==> config.mk <==
export PLATFORM = sky130hd
export DESIGN_NAME = branch_seq_ctrl
export DESIGN_NICKNAME = d
export VERILOG_FILES = /design/src/rtl/branch_seq_ctrl.sv
export SDC_FILE = /design/constraint.sdc
export NUM_CORES = 1
export LEC_CHECK = 0
export CAP_MARGIN = 0
export CELL_PAD_IN_SITES_DETAIL_PLACEMENT = 0
export CELL_PAD_IN_SITES_GLOBAL_PLACEMENT = 1
export CORE_ASPECT_RATIO = 0.6
export CORE_MARGIN = 3
export CORE_UTILIZATION = 34
export CTS_CLUSTER_DIAMETER = 50
export DETAILED_ROUTE_END_ITERATION = 10
export GPL_ROUTABILITY_DRIVEN = 0
export MAX_ROUTING_LAYER = met4
export PLACE_DENSITY_LB_ADDON = 0.1
export SKIP_LAST_GASP = 1
export SYNTH_ARGS = -nofsm -noshare
export SYNTH_HDL_FRONTEND = slang
export SYNTH_SLANG_ARGS = --single-unit
==> constraint.sdc <==
create_clock -name clk -period 1.96 [get_ports clk]
set_input_delay 0.392 -clock clk [delete_from_list [all_inputs] [get_ports clk]]
set_output_delay 0.392 -clock clk [all_outputs]
set_load 0.005 [all_outputs]
==> src/rtl/branch_seq_ctrl.sv <==
`default_nettype none
// ============================================================================
//  Module      : branch_seq_ctrl
//  Description : Branch sequencing controller. Resolves conditional branches
//                in EX, handles delay-slot nullification, requests fetch
//                redirects and keeps saturating branch statistics.
//  Revision    : 1.0 - initial release
// ============================================================================
module branch_seq_ctrl #(
    parameter int PC_W  = 32,
    parameter int CNT_W = 16
) (
    input  logic             clk,
    input  logic             rst_n,
    input  logic             stall,
    input  logic             ex_valid,
    input  logic             ex_branch,
    input  logic             ex_jump,
    input  logic             ex_nullify,
    input  logic             ex_backward,
    input  logic [PC_W-1:0]  ex_target,
    input  logic             redirect_ack,
    output logic             redirect_valid,
    output logic [PC_W-1:0]  redirect_pc,
    output logic             flush_id,
    output logic             flush_if,
    output logic             busy,
    output logic             slot_br_err,
    output logic [CNT_W-1:0] taken_cnt,
    output logic [CNT_W-1:0] resolved_cnt
);

    // IDLE: waiting for a branch; SLOT: taken branch, delay slot still in ID;
    // REDIRECT: asking fetch to restart at the latched target.
    typedef enum logic [1:0] {
        ST_IDLE     = 2'd0,
        ST_SLOT     = 2'd1,
        ST_REDIRECT = 2'd2
    } state_t;

    state_t           state_q, state_d;
    logic [PC_W-1:0]  target_q, target_d;
    logic             redirect_valid_q, redirect_valid_d;
    logic             flush_if_q, flush_if_d;
    logic             busy_q, busy_d;
    logic             slot_br_err_q, slot_br_err_d;
    logic [CNT_W-1:0] taken_cnt_q, taken_cnt_d;
    logic [CNT_W-1:0] resolved_cnt_q, resolved_cnt_d;

    logic             w_br_live;
    logic             w_resolve;
    logic             w_nullify;

    // A branch is only "live" when EX actually advances this cycle.
    assign w_br_live = ex_valid & ex_branch & ~stall;
    // Only a live branch seen while idle is a real resolution; anything seen
    // in SLOT is a delay-slot branch and anything in REDIRECT is wrong-path.
    assign w_resolve = w_br_live & (state_q == ST_IDLE);
    // Forward-taken or backward-not-taken kills the delay slot when n=1.
    assign w_nullify = ex_nullify & (ex_jump ? ~ex_backward : ex_backward);

    // Next-state, target latch, error flag and statistics computation.
    always_comb begin
        state_d        = state_q;
        target_d       = target_q;
        slot_br_err_d  = slot_br_err_q;
        taken_cnt_d    = taken_cnt_q;
        resolved_cnt_d = resolved_cnt_q;

        case (state_q)
            ST_IDLE: begin
                // redirect_ack is deliberately ignored here.
                if (w_resolve && ex_jump) begin
                    target_d = ex_target;
                    // A nullified slot needs no SLOT wait: go straight to redirect.
                    state_d  = w_nullify ? ST_REDIRECT : ST_SLOT;
                end
            end
            ST_SLOT: begin
                if (w_br_live) begin
                    slot_br_err_d = 1'b1;
                end
                // The slot leaves ID on the first unstalled cycle.
                if (!stall) begin
                    state_d = ST_REDIRECT;
                end
            end
            ST_REDIRECT: begin
                // Acknowledge is honoured regardless of stall.
                if (redirect_ack) begin
                    state_d = ST_IDLE;
                end
            end
            default: begin
                state_d = ST_IDLE;
            end
        endcase

        // Saturating statistics: hold at all-ones instead of wrapping.
        if (w_resolve && !(&resolved_cnt_q)) begin
            resolved_cnt_d = resolved_cnt_q + CNT_W'(1);
        end
        if (w_resolve && ex_jump && !(&taken_cnt_q)) begin
            taken_cnt_d = taken_cnt_q + CNT_W'(1);
        end
    end

    // Registered outputs are decoded from the next state so they line up with
    // the state register.
    always_comb begin
        redirect_valid_d = (state_d == ST_REDIRECT);
        flush_if_d       = (state_d == ST_REDIRECT);
        busy_d           = (state_d != ST_IDLE);
    end

    // State and output registers with asynchronous active-low reset.
    always_ff @(posedge clk or negedge rst_n) begin
        if (!rst_n) begin
            state_q          <= ST_IDLE;
            target_q         <= '0;
            redirect_valid_q <= 1'b0;
            flush_if_q       <= 1'b0;
            busy_q           <= 1'b0;
            slot_br_err_q    <= 1'b0;
            taken_cnt_q      <= '0;
            resolved_cnt_q   <= '0;
        end else begin
            state_q          <= state_d;
            target_q         <= target_d;
            redirect_valid_q <= redirect_valid_d;
            flush_if_q       <= flush_if_d;
            busy_q           <= busy_d;
            slot_br_err_q    <= slot_br_err_d;
            taken_cnt_q      <= taken_cnt_d;
            resolved_cnt_q   <= resolved_cnt_d;
        end
    end

    // flush_id acts in the resolve cycle itself, so it is combinational; it is
    // gated by rst_n so that reset silences it immediately.
    assign flush_id       = rst_n & w_resolve & w_nullify;
    assign redirect_valid = redirect_valid_q;
    assign redirect_pc    = target_q;
    assign flush_if       = flush_if_q;
    assign busy           = busy_q;
    assign slot_br_err    = slot_br_err_q;
    assign taken_cnt      = taken_cnt_q;
    assign resolved_cnt   = resolved_cnt_q;

endmodule
`default_nettype wire

==> impl_metrics.py <==
metrics = {
    "synth": {
        "synth_top_area_share_pct": 59.9,
        "synth_edf_count": 0,
        "synth_top_family_by_area": "multiplexers",
        "syn_inst": 217,
        "ys_types": 30,
        "yosysMostFrequentCell": "dfrtp_1",
        "synth_top_cells_by_count": "dfrtp_1, mux2_2, xnor2_1",
        "synthMuxAreaShare_pct": 13.3,
        "synth_area_leaders": "dfrtp_1, mux2_2, xnor2_1",
        "seq_area_frac_synth_pct": 59.9,
        "synth-seq-cells": 69,
        "syn_area_um2": 2880,
        "synth_nets": 260,
        "synth_compound_area_share_pct": 2.82,
        "yosys.area_share.simple_pct": 12.5,
        "synthFlopType": "dfrtp_1",
        "async_reset_ff_share_pct": 100,
        "yosys.area_share.adder_pct": 0.868,
        "yosysWarnings": 0,
        "synth_top_area_cell": "dfrtp_1",
        "synth.avg_cell_area_um2": 13.3,
        "synth_xor_area_share_pct": 9.11,
    },
    "critical_path": {
        "worstPathArrival_ps": 2150,
        "r2r_setup_slack_ps": 120,
        "endpoint_kind": "register",
        "path_class": "input pin to register",
        "worst-r2r-cell-count": 6,
        "critPathMaxFanout": 6,
        "worst_setup_path_start_kind": "input pin",
        "worstReg2RegStart": "state_q[1]",
        "r2r_end": "resolved_cnt[10]",
        "worstPathRequired_ps": 2210,
    },
    "clocking": {
        "clk_pin_slew_ps": 60,
        "clockBufferDepth": 2,
        "postCtsSetupRepairBufs": 0,
        "cts_made_buffers": 9,
        "cts.sink_count": 69,
        "cts_hold_buf": 0,
        "clkLatencyLatePin_ps": 330,
        "htreeDepth": 3,
        "clock-root-buffer": "clkbuf_16",
        "cts_tree": "built",
    },
    "drt": {
        "drtIter0Drc": 58,
        "wl_mm": 6.67,
        "postRouteAntennaNets": 0,
        "vias": 2158,
        "route.detailed.wl_per_inst_um": 14.2,
        "drc": 0,
        "dr.pass1.iters": 4,
        "avgViaCountPerCell": 4.61,
    },
    "sta": {
        "rsz0062_at_grt": "yes",
        "setup_tns_ps": 0,
        "max_slew.worst_pin.slew_ps": 859,
        "timing.final.ws_setup_ps": 57.7,
        "setup_violations": 0,
        "period_share_pct": 97.1,
        "min_period_ps": 1900,
        "fin_worst_skew_ps": 7.65,
        "report.final.slew_viol_count": 0,
        "slew-limit-headroom_pct": 42.7,
        "max_freq_mhz": 526,
        "hold_violations": 0,
    },
    "placement": {
        "hpwl_mm": 4.95,
        "dpl.cell_count": 452,
        "dp_slack_ps": -378,
        "port_buffers": 109,
    },
    "power": {
        "p_sw_share_pct": 23.0,
        "p_comb_share_pct": 23.7,
        "power_density_nw_per_um2": 1040,
        "leakage_nw": 1.97,
        "p_clk_share_pct": 37.0,
        "p_seq_share_pct": 39.3,
        "p_int_mw": 3.67,
        "ir_drop_uv": 661,
        "p_switching_mw": 1.10,
    },
    "floorplan": {
        "core.rowCount": 25,
        "pin_count": 110,
        "core_area_um2": 8070,
        "die_area_um2": 9660,
        "initial_utilization_pct": 35.7,
        "dieWidth_um": 125,
        "die_h_um": 77.3,
    },
    "hold_path": {
        "min_path_type": "input pin to async pin",
    },
    "global_routing": {
        "grt_antenna_before_repair": 0,
        "grt.total_usage_pct": 15.3,
        "grt_pass1_vias": 2274,
        "overflow": 0,
        "grt_pass1_wl_mm": 11.4,
        "grt_max_degree": 70,
    },
    "cells_and_area": {
        "antennaDiodeCount": 0,
        "syn_to_final_growth_pct": 59.5,
        "fillers": 680,
        "layout-drive-gt1-share_pct": 23.6,
        "final_nets": 398,
        "stdcell_count": 468,
    },
    "run_status": {
        "status": "complete, no violations",
    },
    "job": {
        "cap_viol_max_count": 0,
    },
}
## repair_timing
| item | CTS | global route |
|---|---|---|
| setup endpoints to repair | 3 | 5 |
| pin swaps | 1 | 2 |
| gates resized for setup | 3 | 7 |
## area by class of cell
cell class | instances | area, um^2 | area share, %
clock inverter | 5 | 81.3 | 1.77
sequential | 69 | 1730 | 37.5
inverter | 4 | 15.0 | 0.326
multi-input combinational | 139 | 1130 | 24.6
tap | 108 | 135 | 2.94
timing repair buffer | 132 | 1260 | 27.3
clock buffer | 11 | 253 | 5.49
## power by group through the flow
stage | registers, mW | clock network, mW | logic, mW
2_1_floorplan | 1.92 | 0 | 0.300
3_3_place_gp | 1.89 | 0 | 1.14
3_5_place_dp | 1.90 | 0 | 1.15
4_1_cts | 1.88 | 1.82 | 1.16
5_1_grt | 1.92 | 1.88 | 1.23
6_report | 1.87 | 1.76 | 1.13
## worst max path at each step
stage	from	to
detailed placement	stall	resolved_cnt[14]
floorplan	taken_cnt[0]	taken_cnt[12]
global placement	stall	resolved_cnt[10]
finish	ex_valid	resolved_cnt[10]
CTS	stall	flush_id
global route	resolved_cnt[1]	resolved_cnt[0]
## sequential cells by signal (all words and copies together), names as in the netlist
register,flops
busy,1
flush_if,1
redirect_pc,32
resolved_cnt,16
slot_br_err,1
state_q,2
taken_cnt,16
## routing by layer
metal	track usage [%]	routed length (um)
met1	20.2	3190
met2	21.3	2900
met3	6.46	474
met4	5.19	97
met5	-	0
## cells in the final DEF, fill, tap and decap left out, types with 4 or more instances in the layout
| cell type | instances |
|---|---|
| clkdlybuf4s50_1 | 106 |
| buf_4 | 23 |
| clkbuf_16 | 9 |
| nand2_1 | 15 |
| xor2_1 | 7 |
| nand4_1 | 14 |
| dfrtp_1 | 69 |
| nand3_1 | 7 |
| mux2_2 | 34 |
| inv_1 | 4 |
| xnor2_1 | 23 |
| nor2_1 | 8 |
## cells by family after synthesis
family | count (synthesis)
mux | 34
flops | 69
simple gates | 64
fa+ha+maj | 2
xor+xnor | 30
compound gates | 9
buf+inv | 9
## critical path, stage by stage
cell,delay [ps]
clkdlybuf4s50_1,460
and4bb_4,280
nand2_4,60
buf_4,150
or4_4,560
nor2_4,110
xor2_1,140
## per-stage QoR
stage | instance area, um^2 | util, % | hold WS, ps | power [mW]
2_1_floorplan | 2880 | - | 96.4 | 2.22
3_3_place_gp | 4250 | 52.6 | 447 | 3.03
3_5_place_dp | 4250 | 52.6 | 448 | 3.05
4_1_cts | 4580 | 56.8 | 367 | 4.85
5_1_grt | 4600 | 57.0 | 403 | 5.03
6_report | 4600 | 57.0 | 315 | 4.77
Power figures use the tool's default switching activity.
==> edit: new RTL, same flow settings <==
Register the input `ex_target` before use, with the module's reset. The logic sees it one clock later. The other inputs are not delayed to match.
--- a/src/rtl/branch_seq_ctrl.sv
+++ b/src/rtl/branch_seq_ctrl.sv
@@ -38,6 +38,16 @@
         ST_REDIRECT = 2'd2
     } state_t;
 
+    logic [PC_W-1:0] ex_target_q;
+
+    always_ff @(posedge clk or negedge rst_n) begin
+        if (!rst_n) begin
+            ex_target_q <= '0;
+        end else begin
+            ex_target_q <= ex_target;
+        end
+    end
+
     state_t           state_q, state_d;
     logic [PC_W-1:0]  target_q, target_d;
     logic             redirect_valid_q, redirect_valid_d;
@@ -71,7 +81,7 @@
             ST_IDLE: begin
                 // redirect_ack is deliberately ignored here.
                 if (w_resolve && ex_jump) begin
-                    target_d = ex_target;
+                    target_d = ex_target_q;
                     // A nullified slot needs no SLOT wait: go straight to redirect.
                     state_d  = w_nullify ? ST_REDIRECT : ST_SLOT;
                 end
Function: changed (a bounded check fails within 4 cycles, from zero or initial values and one cycle with rst_n low).
==> edit against the unedited design <==
  * Combinational power up 4%
  * Final area up 23%
  * Synthesized area up 35%
  * Total power rose by 14%
  * Worst setup slack gained 6.7 ps
  * Worst hold slack worse by 200 ps
  * Wire length rose by 28%
  * Sequential cell count grew 32
  * Highest routed layer unchanged
==> edit: results (changes against the unedited design) <==
INFO  run_status     outcome=finished clean
INFO  logic_synthesis synth.area.top_cells=sky130_fd_sc_hd__dfrtp_1, sky130_fd_sc_hd__mux2_2, sky130_fd_sc_hd__xor2_1
INFO  place          detailed_place_hpwl=6040um [+22%]
INFO  power_and_ir_drop clockPowerShare=0.303 [-0.067]
INFO  critical_path  path_delay_family=buffers and inverters
INFO  power_and_ir_drop p_leak=2.45nW [+25%]
INFO  detailed_routing wl=8530um [+28%]
INFO  global_routing first_global_vias=2,651 [+17%]
INFO  place          dp_cells=532 [+18%]
INFO  critical_path  startpoint=ex_backward
INFO  power_and_ir_drop sw_frac_of_total=0.251 [+0.0204]
INFO  logic_synthesis synth_cell_type_count=36 [+20%]
INFO  place          pre_cts_ws=-371ps [+7.19 ps]
INFO  critical_path  critPathSlowestCell=sky130_fd_sc_hd__clkdlybuf4s50_1
INFO  critical_path  critical-path-max-stage-delay=500ps [-60 ps]
INFO  detailed_routing ratio_of_routed_vias_to_standard_cells=4.71 [+2.1%]
INFO  final_layout   nets=453 [+14%]
INFO  sta            fin_worst_skew=5.43ps [-2.23 ps]
INFO  logic_synthesis postSynthNetCount=314 [+21%]
INFO  global_routing gr-usage-all-layers=0.146 [-0.00711]
INFO  power_and_ir_drop sequentialPowerShare=0.481 [+0.088]
INFO  logic_synthesis synthesis.instances=271 [+25%]
INFO  global_routing grt_max_degree=102 [+46%]
INFO  sta            worst-slew-pin-transition=531ps [-328 ps]
INFO  detailed_routing total_via_count_in_the_routed_design=2,607 [+21%]
INFO  global_routing grt_pass1_wl=13,900um [+21%]
INFO  logic_synthesis synth_seq_area_share=0.651 [+0.0525]
INFO  logic_synthesis synth.cells.most_frequent=sky130_fd_sc_hd__dfrtp_1, sky130_fd_sc_hd__mux2_2, sky130_fd_sc_hd__xor2_1, sky130_fd_sc_hd__nand4_1
INFO  power_and_ir_drop ir_drop=0.440mV [-33%]
INFO  final_layout   syn2layout_area_growth=45.7%
-- edit: cell types whose count changed in the layout (fill, tap and decap cells not counted), sizes merged, moves of 3 or more --
cell,change
nand2,-4
xor2,+17
buf,+5
xnor2,-17
nor3,+8
nand3b,+3
nor2,-4
nor3b,+4
o21ai,+3
dfrtp,+32
nor4,+8
-- edit: area by class of cell --
class,count,share of cell area
flip-flops and latches,101,0.447
well taps,139,0.0307
clock inverters,6,0.00796
multi-input cells,159,0.235
repair buffers,137,0.238
clock buffers,10,0.0405
inverters,2,0.00133
-- edit: layer usage --
| metal | wire length (um) | vias up | global-route usage | share of wire |
|---|---|---|---|---|
| li1 | - | 1239 | - | - |
| met4 | 32 | 0 | 0.0231 | 0.0038 |
| met2 | 3700 | 82 | 0.199 | 0.43 |
| met3 | 734 | 4 | 0.0707 | 0.086 |
| met5 | 0 | - | - | 0 |
| met1 | 4060 | 1282 | 0.200 | 0.48 |
-- edit: cell families (layout without fill, tap and decap cells) --
logic type / count (synthesis) / after routing / synth area share
AOI/OAI and AO/OA: 9 / 9 / 0.0155
xor gates and xnor gates: 30 / 30 / 0.0677
adders and majority gates: 2 / 2 / 0.00645
buffers and inverters: 11 / 155 / 0.0142
DFF: 101 / 101 / 0.651
muxes: 35 / 35 / 0.102
and+or+nand+nor: 83 / 83 / 0.143
-- edit: repair_timing --
action | CTS | global route
gates cloned | 0 | 0
buffers inserted | 6 | 0
gates resized for setup | 4 | 5
setup endpoints to repair | 1 | 13
pin swaps | 2 | 0
-- edit: final timing paths --
kind	endpoint	slack [ps]
setup / recovery	flush_id	60
hold / removal	resolved_cnt[12]	120
setup reg to reg	taken_cnt[11]	150
hold reg to reg	slot_br_err	470
max in group asynchronous	redirect_pc[23]	1420
min in group clk	slot_br_err	470
